## src/rtl/alu_exec_stage_pkg.sv

```systemverilog
// Shared ALU op codes and execute-stage state encoding, also imported by the ALU control decoder.
package alu_pkg;

  localparam logic [3:0] ALU_OP_AND = 4'b0000;
  localparam logic [3:0] ALU_OP_OR  = 4'b0001;
  localparam logic [3:0] ALU_OP_ADD = 4'b0010;
  localparam logic [3:0] ALU_OP_SUB = 4'b0110;
  localparam logic [3:0] ALU_OP_MUL = 4'b0011;

  typedef enum logic {
    ST_IDLE,
    ST_BUSY
  } state_t;

endpackage

```

## src/rtl/alu_exec_stage_mul.sv

```systemverilog
// alu_mul_iter: shift-add multiplier, one partial product per cycle, done after WIDTH steps.
// Holds o_done/o_prod until i_ack so the caller can wait for a free output register.
module alu_mul_iter #(
  parameter int WIDTH     = 32,
  parameter int MUL_CNT_W = 6
) (
  input  logic             clk,
  input  logic             rst_n,
  input  logic             i_start,
  input  logic             i_ack,
  input  logic [WIDTH-1:0] i_a,
  input  logic [WIDTH-1:0] i_b,
  output logic             o_done,
  output logic [WIDTH-1:0] o_prod
);

  localparam logic [MUL_CNT_W-1:0] STEPS = MUL_CNT_W'(WIDTH);

  logic [WIDTH-1:0]     r_mcand;
  logic [WIDTH-1:0]     r_mplier;
  logic [WIDTH-1:0]     r_acc;
  logic [MUL_CNT_W-1:0] r_cnt;
  logic                 r_run;
  logic                 w_stepping;

  assign w_stepping = r_run && (r_cnt != STEPS);

  always_ff @(posedge clk or negedge rst_n) begin
    if (!rst_n) begin
      r_mcand  <= '0;
      r_mplier <= '0;
      r_acc    <= '0;
      r_cnt    <= '0;
      r_run    <= 1'b0;
    end else if (i_start) begin
      r_mcand  <= i_a;
      r_mplier <= i_b;
      r_acc    <= '0;
      r_cnt    <= '0;
      r_run    <= 1'b1;
    end else if (w_stepping) begin
      // Only the low WIDTH bits of the product are kept, so the shifted-out bits never matter.
      if (r_mplier[0]) r_acc <= r_acc + r_mcand;
      r_mcand  <= r_mcand << 1;
      r_mplier <= r_mplier >> 1;
      r_cnt    <= r_cnt + 1'b1;
    end else if (i_ack) begin
      r_run <= 1'b0;
    end
  end

  assign o_done = r_run && (r_cnt == STEPS);
  assign o_prod = r_acc;

endmodule

```

## src/rtl/alu_exec_stage.sv

```systemverilog
// Execute-stage ALU (AND/OR/ADD/SUB): 1-cycle registered result, or WIDTH+1 cycles for MUL when ALU_EXEC_MUL_EN is defined.
// Holds result while out_ready=0; in_ready drops while output is blocked or a MUL is busy.
module alu_exec_stage
  import alu_pkg::*;
#(
  parameter int WIDTH     = 32,
  parameter int MUL_CNT_W = 6
) (
  input  logic             clk,
  input  logic             rst_n,
  input  logic             in_valid,
  output logic             in_ready,
  input  logic [3:0]       operation,
  input  logic [WIDTH-1:0] op_a,
  input  logic [WIDTH-1:0] op_b,
  output logic             out_valid,
  input  logic             out_ready,
  output logic [WIDTH-1:0] result,
  output logic             zero,
  output logic             illegal_op
);

  if (WIDTH < 8 || WIDTH > 64) begin : g_bad_width
    $error("alu_exec_stage: WIDTH must be 8..64");
  end
  if ((2 ** MUL_CNT_W) <= WIDTH) begin : g_bad_cnt_w
    $error("alu_exec_stage: MUL_CNT_W too narrow for WIDTH");
  end

  logic [WIDTH-1:0] r_result;
  logic             r_zero;
  logic             r_ill;
  logic             r_out_vld;
  logic [WIDTH-1:0] w_alu_res;
  logic             w_alu_ill;
  logic             w_free;
  logic             w_accept;
  logic             w_load;
  logic [WIDTH-1:0] w_load_res;
  logic             w_load_ill;

  assign w_free = !r_out_vld || out_ready;

  always_comb begin
    w_alu_res = '0;
    w_alu_ill = 1'b0;
    case (operation)
      ALU_OP_AND: w_alu_res = op_a & op_b;
      ALU_OP_OR:  w_alu_res = op_a | op_b;
      ALU_OP_ADD: w_alu_res = op_a + op_b;
      ALU_OP_SUB: w_alu_res = op_a - op_b;
`ifndef ALU_EXEC_MUL_EN
      ALU_OP_MUL: w_alu_ill = 1'b1;
`endif
      default:    w_alu_ill = 1'b1;
    endcase
  end

`ifdef ALU_EXEC_MUL_EN
  state_t           r_state;
  state_t           w_state_nxt;
  logic             w_is_mul;
  logic             w_mul_start;
  logic             w_mul_done;
  logic             w_mul_ack;
  logic [WIDTH-1:0] w_mul_prod;

  assign w_is_mul    = (operation == ALU_OP_MUL);
  assign in_ready    = (r_state == ST_IDLE) && w_free;
  assign w_accept    = in_valid && in_ready;
  assign w_mul_start = w_accept && w_is_mul;
  // A finished product waits here until the output register can take it.
  assign w_mul_ack   = (r_state == ST_BUSY) && w_mul_done && w_free;

  always_ff @(posedge clk or negedge rst_n) begin
    if (!rst_n) r_state <= ST_IDLE;
    else        r_state <= w_state_nxt;
  end

  always_comb begin
    w_state_nxt = r_state;
    case (r_state)
      ST_IDLE: if (w_mul_start) w_state_nxt = ST_BUSY;
      ST_BUSY: if (w_mul_ack)   w_state_nxt = ST_IDLE;
      default: w_state_nxt = ST_IDLE;
    endcase
  end

  alu_mul_iter #(
    .WIDTH     (WIDTH),
    .MUL_CNT_W (MUL_CNT_W)
  ) u_mul (
    .clk     (clk),
    .rst_n   (rst_n),
    .i_start (w_mul_start),
    .i_ack   (w_mul_ack),
    .i_a     (op_a),
    .i_b     (op_b),
    .o_done  (w_mul_done),
    .o_prod  (w_mul_prod)
  );

  always_comb begin
    w_load     = 1'b0;
    w_load_res = w_alu_res;
    w_load_ill = w_alu_ill;
    if (w_accept && !w_is_mul) begin
      w_load = 1'b1;
    end else if (w_mul_ack) begin
      w_load     = 1'b1;
      w_load_res = w_mul_prod;
      w_load_ill = 1'b0;
    end
  end
`else
  assign in_ready   = w_free;
  assign w_accept   = in_valid && in_ready;
  assign w_load     = w_accept;
  assign w_load_res = w_alu_res;
  assign w_load_ill = w_alu_ill;
`endif

  always_ff @(posedge clk or negedge rst_n) begin
    if (!rst_n) begin
      r_result  <= '0;
      r_zero    <= 1'b0;
      r_ill     <= 1'b0;
      r_out_vld <= 1'b0;
    end else if (w_load) begin
      r_result  <= w_load_res;
      r_zero    <= (w_load_res == '0);
      r_ill     <= w_load_ill;
      r_out_vld <= 1'b1;
    end else if (out_ready) begin
      r_out_vld <= 1'b0;
    end
  end

  assign out_valid  = r_out_vld;
  assign result     = r_result;
  assign zero       = r_zero;
  assign illegal_op = r_ill;

endmodule

```

## config.mk

```make
export PLATFORM = sky130hd
export DESIGN_NAME = alu_exec_stage
export DESIGN_NICKNAME = d
export VERILOG_FILES = /design/src/rtl/alu_exec_stage_pkg.sv /design/src/rtl/alu_exec_stage_mul.sv /design/src/rtl/alu_exec_stage.sv
export SDC_FILE = /design/constraint.sdc
export NUM_CORES = 1
export LEC_CHECK = 0
export BUFFER_PORTS_ARGS = -buffer_cell sky130_fd_sc_hd__buf_4
export CORE_ASPECT_RATIO = 1.5
export CORE_UTILIZATION = 56
export CTS_CLUSTER_DIAMETER = 100
export CTS_CLUSTER_SIZE = 10
export DETAILED_ROUTE_END_ITERATION = 10
export GPL_TIMING_DRIVEN = 0
export PLACE_DENSITY = 0.84
export SLEW_MARGIN = 20
export SYNTH_ARGS = -nofsm -noshare
export SYNTH_HDL_FRONTEND = slang
export SYNTH_HIERARCHICAL = 1
export SYNTH_SLANG_ARGS = --single-unit
```

## constraint.sdc

```tcl
create_clock -name clk -period 2.18 [get_ports clk]
set_clock_uncertainty 0.2 [all_clocks]
set_input_delay 0.436 -clock clk [delete_from_list [all_inputs] [get_ports clk]]
set_output_delay 0.436 -clock clk [all_outputs]
set_load 0.1 [all_outputs]
```

==> results of run 1 <==
-- what timing repair did --
item	in CTS
gates cloned	0
endpoints found under the setup margin	34
setup buffers	65
gates resized for setup	159
endpoints found under the hold margin	35
hold buffers	1
pin swaps	68
-- logic make-up after synthesis --
kind of cell | Yosys count
xor gates and xnor gates | 53
adders and majority gates | 63
DFF | 35
muxes | 15
and+or+nand+nor | 192
AOI/OAI and AO/OA | 191
buffers and inverters | 41
-- stage by stage --
step,TNS (ns),cells
2_1_floorplan,-37.70,590
3_3_place_gp,-60.24,801
3_5_place_dp,-62.49,801
4_1_cts,-38.09,865
-- layer usage --
layer	overflow	global-route usage
met1	0	0.6797
met2	5	0.9255
met3	0	0.4392
met4	3	0.7346
met5	0	0.02353
==> key figures, run 1 <==
Status
  • Status: stopped before the end
  • Halt point of the flow: global routing
  • First Err: [ERROR GRT-0232] Routing congestion too high. Check the congestion heatmap in the GUI.

Timing
  • Classification of the worst endpoint: register data pin
  • Crit. endpoint post-GRT repair: zero$_DFFE_PN0P_/D

Logic synthesis
  • Synth Area in Adders: 0.1563
  • Number of synthesized flops with an enable pin: 0
  • Dominant cells by area after synthesis: sky130_fd_sc_hd__dfrtp_1 19%, sky130_fd_sc_hd__ha_1 9.2%, sky130_fd_sc_hd__xor2_1 6.6%, sky130_fd_sc_hd__maj3_1 6.0%, sky130_fd_sc_hd__o21ai_0 5.5%
  • Gate count after technology mapping: 590
  • Post-synthesis cell area: 4644 µm²
  • Share of cell area taken by muxes after synthesis: 0.03475
  • Synth async-reset ratio: 1.000
  • Dominant combinational cell family by area after synthesis: compound AO/OA/AOI/OAI gates
  • Number of warnings reported in the yosys synthesis log: 6
  • Syn Nets: 697
  • Per-instance average area after synthesis: 7.872 µm²
  • Post-synthesis cell type with the largest combined area: sky130_fd_sc_hd__dfrtp_1
  • Share of synthesized cell area in and, or, nand and nor gates: 0.2042
  • Flip-flop cell with the highest count after synthesis: sky130_fd_sc_hd__dfrtp_1
  • Count of unique library cells instantiated by Yosys: 75
  • Sequential share of the synthesized area: 0.1886
  • Xor and xnor area share after synthesis: 0.09995
  • FF+latch count, synth: 35
  • Synth top area share: 0.1886
  • Most frequent cells after synthesis: 68 x sky130_fd_sc_hd__nand2_1, 51 x sky130_fd_sc_hd__o21ai_0, 41 x sky130_fd_sc_hd__a21oi_1, 40 x sky130_fd_sc_hd__nor2_1
  • Most common cell in the synthesized netlist: sky130_fd_sc_hd__nand2_1
  • Fraction of the mapped netlist area in compound gates: 0.2826

Clocking
  • Cts bufs inserted: 5
  • Maximum root-to-sink buffer count: 2
  • Count of clock tree sinks: 35
  • Library cell used as clock root buffer: sky130_fd_sc_hd__clkbuf_16
  • CTS HTree Levels: 2

Placed design
  • Count of buffers from port buffering: 106
  • Routability congestion estimate: 0.9720
  • Worst setup slack before clock tree synthesis: -2.873 ns
  • Final HPWL from detailed placement: 13.04 mm
  • Area post-placement: 5737 µm²

Floorplan
  • Effective utilization at floorplan: 0.5800
  • Num rows: 40
  • Die Height: 113.5 µm
  • Overall die width: 76.36 µm
  • Number of ports placed on the die boundary: 108

Global route
  • Largest net degree at the start of global routing: 36
  • Remaining global-route overflow: 8
  • Total Routing Usage GR: 0.6865
==> run 2, diff against run 1 <==
- CORE_ASPECT_RATIO: 1.5 -> not set
- CORE_UTILIZATION: 56 -> 40
- CTS_CLUSTER_DIAMETER: 100 -> not set
- CTS_CLUSTER_SIZE: 10 -> not set
- PLACE_DENSITY: 0.84 -> not set
- PLACE_DENSITY_LB_ADDON: not set -> 0.15
==> key figures, run 2 <==
Timing
  • Final setup violation count: 32
  • Fraction of the cycle the final worst path needs: 2.068
  • Worst setup slack after layout: -2.328 ns
  • Slew at the pin closest to its max-slew limit: 0.7256 ns
  • Number of hold-slack violations in the final timing report: 0
  • Max-slew violation count: 0
  • Max_slew headroom: 0.5163
  • Achievable frequency: 221.8 MHz
  • Setup repair after global routing missed its margin: yes
  • Time the final worst path needs with I/O delays and setup: 4.508 ns

Hold path
  • Hold Crit Depth: 2
  • Worst hold path type: in2reg

Power and ir drop
  • Total chip power: 0.004101 W
  • Total power divided by cell area: 550.9 nW/µm²
  • Largest voltage drop on the vdd net: 0.0006796 V
  • Static Leakage: 3.207 nW

Logic synthesis
  • Synth async-reset ratio: 1.000 (unchanged)
  • Most frequent cells after synthesis: 68 x sky130_fd_sc_hd__nand2_1, 51 x sky130_fd_sc_hd__o21ai_0, 41 x sky130_fd_sc_hd__a21oi_1, 40 x sky130_fd_sc_hd__nor2_1
  • Post-synthesis cell type with the largest combined area: sky130_fd_sc_hd__dfrtp_1
  • Number of synthesized flops with an enable pin: 0 (unchanged)
  • Flip-flop cell with the highest count after synthesis: sky130_fd_sc_hd__dfrtp_1
  • Gate count after technology mapping: 590 (unchanged)
  • FF+latch count, synth: 35 (unchanged)
  • Per-instance average area after synthesis: 7.872 µm² (unchanged)
  • Synth top area share: 0.1886 (unchanged)
  • Syn Nets: 697 (unchanged)
  • Sequential share of the synthesized area: 0.1886 (unchanged)
  • Number of warnings reported in the yosys synthesis log: 6 (unchanged)
  • Post-synthesis cell area: 4644 µm² (unchanged)
  • Dominant cells by area after synthesis: sky130_fd_sc_hd__dfrtp_1 19%, sky130_fd_sc_hd__ha_1 9.2%, sky130_fd_sc_hd__xor2_1 6.6%, sky130_fd_sc_hd__maj3_1 6.0%, sky130_fd_sc_hd__o21ai_0 5.5%
  • Most common cell in the synthesized netlist: sky130_fd_sc_hd__nand2_1
  • Count of unique library cells instantiated by Yosys: 75 (unchanged)

Cells and area
  • Most frequent cells in the layout: 163 x sky130_fd_sc_hd__buf_4, 60 x sky130_fd_sc_hd__nand2_1, 34 x sky130_fd_sc_hd__dfrtp_1, 32 x sky130_fd_sc_hd__xor2_1, 30 x sky130_fd_sc_hd__nor2_1
  • Number of fill cells: 895
  • Most common library cell in the layout ignoring fill and taps: sky130_fd_sc_hd__buf_4
  • Share of final-layout standard cells stronger than drive strength 1: 0.4864
  • Final core area utilization: 0.6720
  • Post-route standard cell area excluding fillers: 7445 µm²
  • Area added between synthesis and finish: 60.29%
  • Number of flip-flops under the largest register name: 32
  • Count of antenna diodes in the layout: 0
  • Fin nets: 880

Placed design
  • Count of buffers from port buffering: 106 (unchanged)
  • Final HPWL from detailed placement: 13.53 mm (+3.8%)
  • Routability congestion estimate: 0.8994 (-7.5%)
  • Area post-placement: 5781 µm² (+0.76%)

Route
  • Vias post-DR: 5562
  • Routed Wire Length: 18.76 mm
  • Wire length the detailed router placed on met1: 8.140 mm
  • Top sig layer: met4
  • Amount of wire on met3 after detailed routing: 1.194 mm
  • Routed wl met2: 8.852 mm
  • Wirelength per Cell: 20.55 µm
  • Drt first pass iters: 5
  • Post-DRT Antenna Nets: 0
  • Post-route DRC violation count: 0
  • Vias per inst: 6.092
  • Initial drt markers: 414

Floorplan
  • Overall die width: 109.8 µm (+44%)
  • Floorplan Core Area: 11080 µm²
  • Effective utilization at floorplan: 0.4192 (-0.1608)
  • Die Height: 109.8 µm (-3.3%)
  • Number of ports placed on the die boundary: 108 (unchanged)
  • Die Outline Area: 12050 µm²
  • Num rows: 38 (-5.0%)

Global route
  • Largest net degree at the start of global routing: 36
  • Via count of the first global-routing pass: 5274
  • Total Routing Usage GR: 0.3030
  • Global-route wire length before repair: 27.71 mm
  • Antenna violations before repair: 0
  • Remaining global-route overflow: 0

Status
  • Status: finished, violations left
  • Failing checks: setup timing

Critical path
  • Element type at the critical path end: flip-flop
  • Top fanout value on the critical path: 5
  • Critical Path RT: 2.19 ns
  • FF-to-FF path depth: 10
  • Startpoint kind of the worst setup timing path: input port
  • WP data arrival: 4.52 ns
  • Category of the critical setup timing path: in2reg

Clocking
  • Clock latency on the worst-skew pair: 0.27 ns
  • TritonCTS clock tree: done
  • Maximum root-to-sink buffer count: 2 (unchanged)
  • Clock-pin transition on the worst setup and hold timing paths: 0.05 ns
  • CTS HTree Levels: 2 (unchanged)
  • Count of clock tree sinks: 35 (unchanged)
  • Cts bufs inserted: 5 (unchanged)
  • Library cell used as clock root buffer: sky130_fd_sc_hd__clkbuf_16

Flow run
  • Maximum capacitance violations: 0
==> run 2: layer usage <==
metal	vias to the layer above	GRT usage
li1	2564	-
met1	2677	0.4045
met2	277	0.5067
met3	44	0.02845
met4	0	0.1086
met5	-	0
==> run 2: critical path: stages <==
cell and delay, ns:
sky130_fd_sc_hd__buf_8 0.10, sky130_fd_sc_hd__or3_4 0.39, sky130_fd_sc_hd__nor3_4 0.22, sky130_fd_sc_hd__nand2b_4 0.07
sky130_fd_sc_hd__nand2b_4 0.14, sky130_fd_sc_hd__nand2b_4 0.17, sky130_fd_sc_hd__or2_4 0.30, sky130_fd_sc_hd__o41ai_4 0.40
sky130_fd_sc_hd__xor2_2 0.15, sky130_fd_sc_hd__ha_4 0.33, sky130_fd_sc_hd__buf_4 0.12, sky130_fd_sc_hd__nand4_1 0.26
sky130_fd_sc_hd__nand2_2 0.16, sky130_fd_sc_hd__a21bo_2 0.16, sky130_fd_sc_hd__o21ai_4 0.07, sky130_fd_sc_hd__o21ai_2 0.20
sky130_fd_sc_hd__xnor2_1 0.09, sky130_fd_sc_hd__nand2_1 0.15, sky130_fd_sc_hd__or4b_4 0.49, sky130_fd_sc_hd__o21ai_2 0.12
==> run 2: cells by family after synthesis <==
kind of cell / Yosys count / share of synthesized area
AND/OR/NAND/NOR: 192 / 0.2042
adder cells (fa/ha/maj): 63 / 0.1563
AO/OA/AOI/OAI: 191 / 0.2826
XOR/XNOR: 53 / 0.09995
multiplexers: 15 / 0.03475
buffers and inverters: 41 / 0.03367
flip-flops: 35 / 0.1886
==> run 2: area by class of cell <==
type                       count  area (µm²)  area share
sequential                    35       879.6      0.1182
timing repair buffer         181        1454      0.1953
inverter                      11       46.29    0.006218
tap                          140       175.2     0.02353
multi-input combinational    514        4571      0.6139
clock buffer                   6       138.9     0.01866
clock inverter                 1       5.005   0.0006723
buffer                        25       175.2     0.02353
==> run 2: final timing paths <==
kind | start | to | slack (ns)
max in group asynchronous | rst_n | out_valid | 0.98
max | op_b[5] | zero | -2.33
min reg2reg | result[9] | result[9] | 0.28
min | in_valid | out_valid | 0.17
min in group asynchronous | rst_n | result[8] | 0.45
max reg2reg | out_valid | zero | -0.67
==> run 2: timing repair <==
action / CTS / global route
pin swaps: 60 / 47
hold buffers: 1 / 0
buffers inserted: 44 / 30
endpoints found under the hold margin: 35 / 0
cloned: 0 / 0
endpoints found under the setup margin: 34 / 33
gates resized for setup: 145 / 86
==> run 2: per-stage QoR <==
| stage | TNS (ns) | worst slack (ns) | hold slack (ns) | cells |
|---|---|---|---|---|
| CTS | -37.68 | -2.154 | 0.1672 | 883 |
| floorplan | -37.70 | -2.173 | -0.05959 | 590 |
| global placement | -61.94 | -2.756 | 0.2030 | 836 |
| finish | -40.82 | -2.328 | 0.1679 | 913 |
| global route | -44.58 | -2.476 | 0.1826 | 913 |
| detailed placement | -63.93 | -2.848 | 0.2050 | 836 |
==> run 2: where the power goes <==
part | leakage (nW) | internal [W] | switching (W)
combinational | 2.67 | 0.00101 | 0.00164
clock | 0.0727 | 0.000445 | 0.000246
sequential | 0.466 | 0.000724 | 0.0000425
Note: power is estimated with default switching activity, not from simulation.
